`src/rtl/mul_arb_pkg.sv`:
```
// Shared constants for the multiplier arbiter: FSM encodings and watchdog sizing.
package mul_arb_pkg;

  localparam logic [2:0] IDLE  = 3'd0;
  localparam logic [2:0] START = 3'd1;
  localparam logic [2:0] BUSY  = 3'd2;
  localparam logic [2:0] RESP  = 3'd3;
  localparam logic [2:0] DRAIN = 3'd4;

  localparam int TIMEOUT_DEF = 256;
  localparam int WD_W_DEF    = $clog2(TIMEOUT_DEF);

endpackage

```
`src/rtl/mul_arb_rr_pick.sv`:
```
// Combinational rotating-priority picker: first set request at or after ptr, wrapping.
module rr_pick #(
  parameter int N_REQ = 2,
  parameter int IW    = $clog2(N_REQ)
) (
  input  logic [N_REQ-1:0] req,
  input  logic [IW-1:0]    ptr,
  output logic             valid,
  output logic [IW-1:0]    idx
);

  // Scan offsets from farthest to nearest so the nearest set bit wins.
  always_comb begin
    valid = 1'b0;
    idx   = '0;
    for (int i = N_REQ - 1; i >= 0; i--) begin
      valid = valid | req[(int'(ptr) + i) % N_REQ];
      idx   = req[(int'(ptr) + i) % N_REQ] ? IW'((int'(ptr) + i) % N_REQ) : idx;
    end
  end

endmodule

```
`src/rtl/mul_arbiter_chk.sv`:
```
// Protocol checker: single-cycle start strobe and at most one response bit at a time.
module mul_arbiter_chk #(
  parameter int N_REQ = 2
) (
  input logic             Clk,
  input logic             rst,
  input logic             mul_st,
  input logic [N_REQ-1:0] resp_valid
);

  a_st_single: assert property (@(posedge Clk) disable iff (rst) mul_st |=> !mul_st);

  a_resp_onehot: assert property (@(posedge Clk) disable iff (rst) $onehot0(resp_valid));

endmodule

```
`src/rtl/mul_arbiter.sv`:
```
// Round-robin sequencer sharing one multiplier among N_REQ requesters, with a
// watchdog that aborts a multiplication whose Done never arrives.
module mul_arbiter
  import mul_arb_pkg::*;
#(
  parameter int N_REQ   = 2,
  parameter int WIDTH   = 32,
  parameter int TIMEOUT = TIMEOUT_DEF
) (
  input  logic                     Clk,
  input  logic                     rst,
  input  logic [N_REQ-1:0]         req,
  input  logic [N_REQ*WIDTH-1:0]   a_flat,
  input  logic [N_REQ*WIDTH-1:0]   b_flat,
  output logic [N_REQ-1:0]         resp_valid,
  output logic [WIDTH-1:0]         resp_data,
  output logic                     resp_err,
  output logic                     busy,
  output logic [$clog2(N_REQ)-1:0] cur_id,
  output logic [WIDTH-1:0]         mul_a,
  output logic [WIDTH-1:0]         mul_b,
  output logic                     mul_st,
  input  logic                     mul_idle,
  input  logic                     mul_done,
  input  logic [WIDTH-1:0]         mul_prod
);

  localparam int IW   = $clog2(N_REQ);
  localparam int WD_W = $clog2(TIMEOUT);

  localparam logic [WD_W-1:0]  WD_MAX  = WD_W'(TIMEOUT - 1);
  localparam logic [IW-1:0]    ID_LAST = IW'(N_REQ - 1);
  localparam logic [N_REQ-1:0] ONE_HOT = N_REQ'(1);

  logic [2:0]       state_r;
  logic [2:0]       state_nx_s;
  logic [IW-1:0]    ptr_r;
  logic [WD_W-1:0]  wd_r;
  logic             abort_r;
  logic [N_REQ-1:0] resp_valid_r;
  logic [WIDTH-1:0] resp_data_r;
  logic             resp_err_r;
  logic             busy_r;
  logic [IW-1:0]    cur_id_r;
  logic [WIDTH-1:0] mul_a_r;
  logic [WIDTH-1:0] mul_b_r;
  logic             mul_st_r;

  logic             pick_valid_s;
  logic [IW-1:0]    pick_idx_s;
  logic             grant_s;
  logic             cap_s;
  logic             abort_s;

  rr_pick #(
    .N_REQ (N_REQ),
    .IW    (IW)
  ) u_pick (
    .req   (req),
    .ptr   (ptr_r),
    .valid (pick_valid_s),
    .idx   (pick_idx_s)
  );

  mul_arbiter_chk #(
    .N_REQ (N_REQ)
  ) u_chk (
    .Clk        (Clk),
    .rst        (rst),
    .mul_st     (mul_st_r),
    .resp_valid (resp_valid_r)
  );

  // Next-state decode plus the grant/capture/abort strobes for the datapath.
  always_comb begin
    state_nx_s = state_r;
    grant_s    = 1'b0;
    cap_s      = 1'b0;
    abort_s    = 1'b0;
    case (state_r)
      IDLE: begin
        if (pick_valid_s && mul_idle) begin
          grant_s    = 1'b1;
          state_nx_s = START;
        end else begin
          state_nx_s = IDLE;
        end
      end
      START: state_nx_s = BUSY;
      BUSY: begin
        if (mul_done) begin
          cap_s      = 1'b1;
          state_nx_s = RESP;
        end else if (wd_r == WD_MAX) begin
          abort_s    = 1'b1;
          state_nx_s = RESP;
        end else begin
          state_nx_s = BUSY;
        end
      end
      // An aborted multiplier may still be running; wait for it to go idle.
      RESP: begin
        if (abort_r) begin
          state_nx_s = DRAIN;
        end else begin
          state_nx_s = IDLE;
        end
      end
      DRAIN: begin
        if (mul_idle) begin
          state_nx_s = IDLE;
        end else begin
          state_nx_s = DRAIN;
        end
      end
      default: state_nx_s = IDLE;
    endcase
  end

  // State, operand latch, watchdog, response and pointer registers.
  always_ff @(posedge Clk) begin
    if (rst) begin
      state_r      <= IDLE;
      ptr_r        <= '0;
      wd_r         <= '0;
      abort_r      <= 1'b0;
      resp_valid_r <= '0;
      resp_data_r  <= '0;
      resp_err_r   <= 1'b0;
      busy_r       <= 1'b0;
      cur_id_r     <= '0;
      mul_a_r      <= '0;
      mul_b_r      <= '0;
      mul_st_r     <= 1'b0;
    end else begin
      state_r  <= state_nx_s;
      busy_r   <= (state_nx_s != IDLE);
      mul_st_r <= grant_s;

      if (grant_s) begin
        mul_a_r  <= a_flat[int'(pick_idx_s)*WIDTH +: WIDTH];
        mul_b_r  <= b_flat[int'(pick_idx_s)*WIDTH +: WIDTH];
        cur_id_r <= pick_idx_s;
      end

      if (state_r == START) begin
        wd_r <= '0;
      end else if (state_r == BUSY && !mul_done && wd_r != WD_MAX) begin
        wd_r <= wd_r + WD_W'(1);
      end

      if (cap_s) begin
        resp_data_r <= mul_prod;
        resp_err_r  <= 1'b0;
        abort_r     <= 1'b0;
      end else if (abort_s) begin
        resp_data_r <= '0;
        resp_err_r  <= 1'b1;
        abort_r     <= 1'b1;
      end

      // The response pulse lines up with the RESP state.
      if (cap_s || abort_s) begin
        resp_valid_r <= ONE_HOT << cur_id_r;
      end else begin
        resp_valid_r <= '0;
      end

      if (state_r == RESP) begin
        ptr_r <= (cur_id_r == ID_LAST) ? '0 : cur_id_r + IW'(1);
      end
    end
  end

  assign resp_valid = resp_valid_r;
  assign resp_data  = resp_data_r;
  assign resp_err   = resp_err_r;
  assign busy       = busy_r;
  assign cur_id     = cur_id_r;
  assign mul_a      = mul_a_r;
  assign mul_b      = mul_b_r;
  assign mul_st     = mul_st_r;

endmodule

```
`config.mk`:
```
export PLATFORM = sky130hd
export DESIGN_NAME = mul_arbiter
export DESIGN_NICKNAME = d
export VERILOG_FILES = /design/src/rtl/mul_arb_pkg.sv /design/src/rtl/mul_arb_rr_pick.sv /design/src/rtl/mul_arbiter_chk.sv /design/src/rtl/mul_arbiter.sv
export SDC_FILE = /design/constraint.sdc
export NUM_CORES = 1
export LEC_CHECK = 0
export CAP_MARGIN = 20
export CORE_ASPECT_RATIO = 1.25
export CORE_MARGIN = 1.5
export CORE_UTILIZATION = 30
export CTS_BUF_LIST = sky130_fd_sc_hd__clkbuf_4 sky130_fd_sc_hd__clkbuf_8 sky130_fd_sc_hd__clkbuf_16
export DETAILED_ROUTE_END_ITERATION = 7
export GPL_ROUTABILITY_DRIVEN = 0
export PLACE_DENSITY_LB_ADDON = 0.1
export SYNTH_ARGS = -nofsm -noshare
export SYNTH_HDL_FRONTEND = slang
export SYNTH_HIERARCHICAL = 1
export SYNTH_SLANG_ARGS = --single-unit
export TNS_END_PERCENT = 30
```
`constraint.sdc`:
```
create_clock -name Clk -period 2.7 [get_ports Clk]
set_input_delay 0.54 -clock Clk [delete_from_list [all_inputs] [get_ports Clk]]
set_output_delay 0.54 -clock Clk [all_outputs]
set_load 0.01 [all_outputs]
```
Word-level counts from Yosys, hierarchy flattened
Cells that the tools add are included.
Word-level totals
  register bits after elaboration: 114
  input bits: 166
  output and inout port bits: 102
  logic and storage cells: 62
Operators by class
  add/subtract/negate cells: 3
  $lt $le $gt $ge: 2
  equal/unequal tests: 6
  shifts and indexed selects: 3
  muxes and demuxes: 23
  bitwise logic cells: 3
  reductions and logical operators: 11
Operator list (count)
  $shiftx 64x7->32: 2
  $mux 32: 2
  $mux 1: 18
  $pmux 3 s5: 1
  $add 8x1->8 const B: 1
  $eq 8x8->1 const B: 1
  $ne 8x8->1 const B: 1
  $eq 3x2->1 const B: 2
  $mux 3: 2
  $reduce_or 2->1: 3
  $eq 3x1->1 const B: 1
  $eq 3x3->1 const B: 1
  $logic_and 1x1->1: 3
  $logic_not 3->1: 1
  $lt 2x3->1 const B: 1
  $reduce_bool 3->1: 1
  $add 1x1->1 const B: 2
  $lt 1x2->1 const B: 1
  $reduce_bool 2->1: 1
  $shl 1x1->2 const A: 1
  $and 1x1->1 const A: 1
  $logic_not 1->1: 1
  $logic_or 1x1->1: 1
  $not 1->1: 1
  $or 1x1->1: 1

Logic depth before layout (Yosys ltp)
  depth after elaboration: 10
  mapped depth: 7
  depth with buffers taken out: 5

By module
Netlist, hierarchy kept.
Modules (own cells, without submodules)
  mul_arbiter: times used 1, cells an instance 449, area an instance 4513.1 sq um, sequential area each 2282.2 sq um
  rr_pick: times used 1, cells an instance 3, area an instance 17.5 sq um, sequential area each 0.0 sq um

Least setup slack after synthesis
No wires, ideal clock.
  path kind: input to register
  from: input port req[1]
  to: register mul_a_r[0] (netlist: mul_a[0])
  library setup time: 0.137 ns
  arrival: 1.858 ns
  data required time: 2.563 ns
  setup slack: 0.704 ns
  stages on the path: 5
  path buffers: 2
  cell sequence: a21boi_1 clkbuf_1 buf_1 mux2i_1 a211oi_1
On the way
  cells in the longest elaborated chain, start to end: 7
  elaborated cells between the ends (all ways): 12
  classes of those cells: shift (1); mux (9); bitwise (1); reduce/logical (1)
RTL lines
  start, declared: RTL line mul_arbiter.sv:12  | input logic [N_REQ-1:0] req,
  parallel branches: the longest is 7 deep, another holds $shiftx 64x7->32
  end signal, assigned: RTL line mul_arbiter.sv:141  | mul_a_r <= a_flat[int'(pick_idx_s)*WIDTH +: WIDTH];
  end, declared: RTL line mul_arbiter.sv:45  | logic [WIDTH-1:0] mul_a_r;
Parallel ways; which one is timed is not known. The select of a mux whose other input is x is not followed.
A chain may end at the register's enable or synchronous reset.

Worst setup path after layout
  from: input port mul_done
  to: register wd_r[4]
On the way
  cells in the longest elaborated chain, start to end: 3
RTL lines
  start, declared: RTL line mul_arbiter.sv:24  | input logic mul_done,
  $logic_not 1->1: RTL line mul_arbiter.sv:148  | end else if (state_r == BUSY && !mul_done && wd_r != WD_MAX) begin
  $logic_and 1x1->1 (2 in a row): RTL line mul_arbiter.sv:148
  end signal, assigned: RTL line mul_arbiter.sv:149  | wd_r <= wd_r + WD_W'(1);
  end, declared: RTL line mul_arbiter.sv:38  | logic [WD_W-1:0] wd_r;
No other way between the ends.

==> run summary <==
outcome = complete, no violations
postcts setup bufs = 0
CP Class = input port to register
Starting Density = 30.4%
fillers = 1,388
hold buffers post-CTS = 0
syn nets = 619
final max-slew violation count = 0
Worst-path clk slew = 0.06 ns
#FFs+latches synth = 114
Max FO, Critical Path = 8
htree depth = 4
initial antenna violation count = 0
Clock Path Buffers = 2
placed cell areas = 7380 µm²
startpoint types = input port
# clock sinks = 114
worst min path class = register to register
crit end category = register
Clk pwr share = 44.0%
Setup WS pre-CTS = 0.158 ns
TritonCTS clock tree = yes
Mapped Area = 4530 µm²
Combinational Power Share = 19.2%
commonest register cell after synthesis = dfxtp_1
CTS Buf Count = 17
Post-synth EDFFs = 0
worst reg2reg path endpoint = wd_r[4]$_SDFFE_PP0P_
reg2reg setup slack = 0.65 ns
DRC viols = 0
register share of total power = 36.9%
post-synthesis instance total = 452
Die X = 113 µm
nets = 874
final instance area = 7980 µm²
drt total wl = 13,900 µm
Die Ht = 140 µm
Area Overhead vs Synth = 76.2%
Worst Hold Slack = 0.470 ns
Die ar. = 15,900 µm²
unrepaired setup endpoints after global routing = false
Hold EP = resp_data[15]$_SDFFE_PP0P_
detailed-route via count = 4,318
worst skew pair latency = 0.40 ns
Seq/Total Area, Yosys = 50.4%
Worst EP required = 3.03 ns
asr flop ratio synth = 0%
final setup violation count = 0
CTS Root Cell = clkbuf_16
Pwr Total = 5.12 mW
VDD IR max = 0.000418 V
drt pass-1 iters = 4
vias in the first global route = 4,357
pwr dens = 641 nW/µm²
r2r worst-path depth = 5
Synth area leaders = dfxtp_1 50%, mux2i_1 14%, a211oi_1 11%, a22o_1 6.2%, nor2_1 6.1%
Hold Violations, Final = 0
slew margin rel. = 66.0%
Sw Ratio = 24.5%
global route total overflow = 0
pin count of the biggest net entering global routing = 92
cell total after placement = 870
FF-to-FF Start = state_r[1]$_SDFF_PP0_
leading area contributor after synthesis = dfxtp_1
slowest stage cell, crit path = or4b_4
ANT nets after route = 0
worst setup margin = 0.537 ns
number of max-capacitance violations reported = 0
Slew @ Worst Pin = 0.510 ns
post-synth cell types = 35
layout cells sized above 1 = 6.94%
top cells by count, synth = 114 x dfxtp_1, 74 x nor2_1, 65 x a211oi_1, 65 x mux2i_1, 33 x clkbuf_1
Core Footprint = 14,900 µm²
# resized after CTS = 0
min Tclk post-route = 2.16 ns
DR iter-0 viols = 184
post-detail-place hpwl = 10,500 µm
n_diodes = 0
io pins = 268
wire per inst = 15.4 µm
most common cell in the netlist = dfxtp_1
hold depth = 1
Hold Path Origin = resp_data[15]$_SDFFE_PP0P_
Synthesis Warnings = 6
fraction of the cycle the final worst path needs = 80.1%
fmax = 0.462 GHz
crit-path cells = clkdlybuf4s50_1 > or4b_4 > o21bai_1 > buf_4 > or3_1 > a21oi_1
top cell family by delay on the critical path = simple AND/OR/NAND/NOR gates
arrival time at the worst endpoint = 2.50 ns
Int Pwr = 3.87 mW
Rows = 50
PortBufs = 267
Largest stage delay, worst path = 0.52 ns
final core utilization = 53.6%
post-DR vias/cell = 4.79
area share of the leading cell type in the synthesized netlist = 50.4%
Finished Layout Cells = 902
Buf/Inv on CP = 2
first-pass GRT wire length = 21,800 µm
switching power = 1.25 mW
setup TNS = 0 ns
GR Util All Layers = 17.5%
Leakage = 2.91 nW
syn_area_per_cell = 10.0 µm²
clock skew = 0.0116 ns
sequential cells by signal (all words and copies together), names as in the netlist:
signal,cells
busy,1
cur_id,1
mul_a,32
mul_b,32
mul_st,1
ptr_r,1
resp_data,32
resp_err,1
resp_valid,2
state_r,3
wd_r,8
worst max path at each step:
stage / slack, ns / depth (start not counted) / from / to
after floorplan: 0.70 / 5 / req[1] / mul_a[0]$_SDFFE_PP0P_
after global placement: 0.22 / 5 / mul_done / wd_r[5]$_SDFFE_PP0P_
final: 0.54 / 6 / mul_done / wd_r[4]$_SDFFE_PP0P_
after CTS: 0.57 / 6 / mul_done / wd_r[4]$_SDFFE_PP0P_
after detailed placement: 0.16 / 6 / mul_done / wd_r[4]$_SDFFE_PP0P_
after global routing: 0.48 / 6 / mul_done / wd_r[3]$_SDFFE_PP0P_
final cells by class:
type                            count  area, µm²  share of cell area (%)
Timing Repair Buffer              277       2770                    34.7
Clock buffer                       19        440                    5.52
Tap cell                          182        228                    2.85
Sequential cell                   114       2280                    28.6
Clock inverter                     13        163                    2.04
Inverter                            2       7.51                  0.0941
Multi-Input combinational cell    295       2090                    26.2
kinds of logic after synthesis:
logic type               count (synthesis)  share of synthesized area, %
AO/OA/AOI/OAI                          121                          20.3
flip-flops                             114                          50.4
AND/OR/NAND/NOR                        106                          10.4
multiplexers                            65                          14.4
buffers and inverters                   43                          3.95
XOR/XNOR                                 2                         0.387
adder cells (fa/ha/maj)                  1                         0.276
placed cells by master (no fill, tap or decap), types with 2 or more instances in the layout:
cell type / n
clkdlybuf4s50_1: 266
dfxtp_1: 114
nor2_1: 73
mux2i_1: 65
a211oi_1: 65
a22o_1: 32
clkbuf_16: 17
a21oi_1: 11
nand2_1: 9
buf_4: 8
or4_1: 4
clkinv_4: 4
nor3b_1: 3
nand3_1: 3
o31ai_1: 3
clkinvlp_4: 3
clkinv_2: 3
bufinv_16: 3
xnor2_1: 2
nor3_1: 2
o21bai_1: 2
o21ai_0: 2
or3_1: 2
inv_1: 2
nand3b_1: 2
clkbuf_4: 2
buf_12: 2
routing by layer:
layer	track usage, %	vias up	routed length (µm)
li1	-	2174	-
met1	18.3	1936	5180
met2	31.1	193	7090
met3	7.49	15	1360
met4	6.32	0	218
met5	0	-	0
power by group through the flow:
stage | clock network (mW) | registers, mW | logic [mW]
after global routing | 2.40 | 1.91 | 1.06
after global placement | 0 | 1.92 | 0.980
after detailed placement | 0 | 1.92 | 0.989
final | 2.25 | 1.89 | 0.980
after CTS | 2.31 | 1.89 | 0.995
after floorplan | 0 | 1.97 | 0.350
Note: power is estimated with default switching activity, not from simulation.
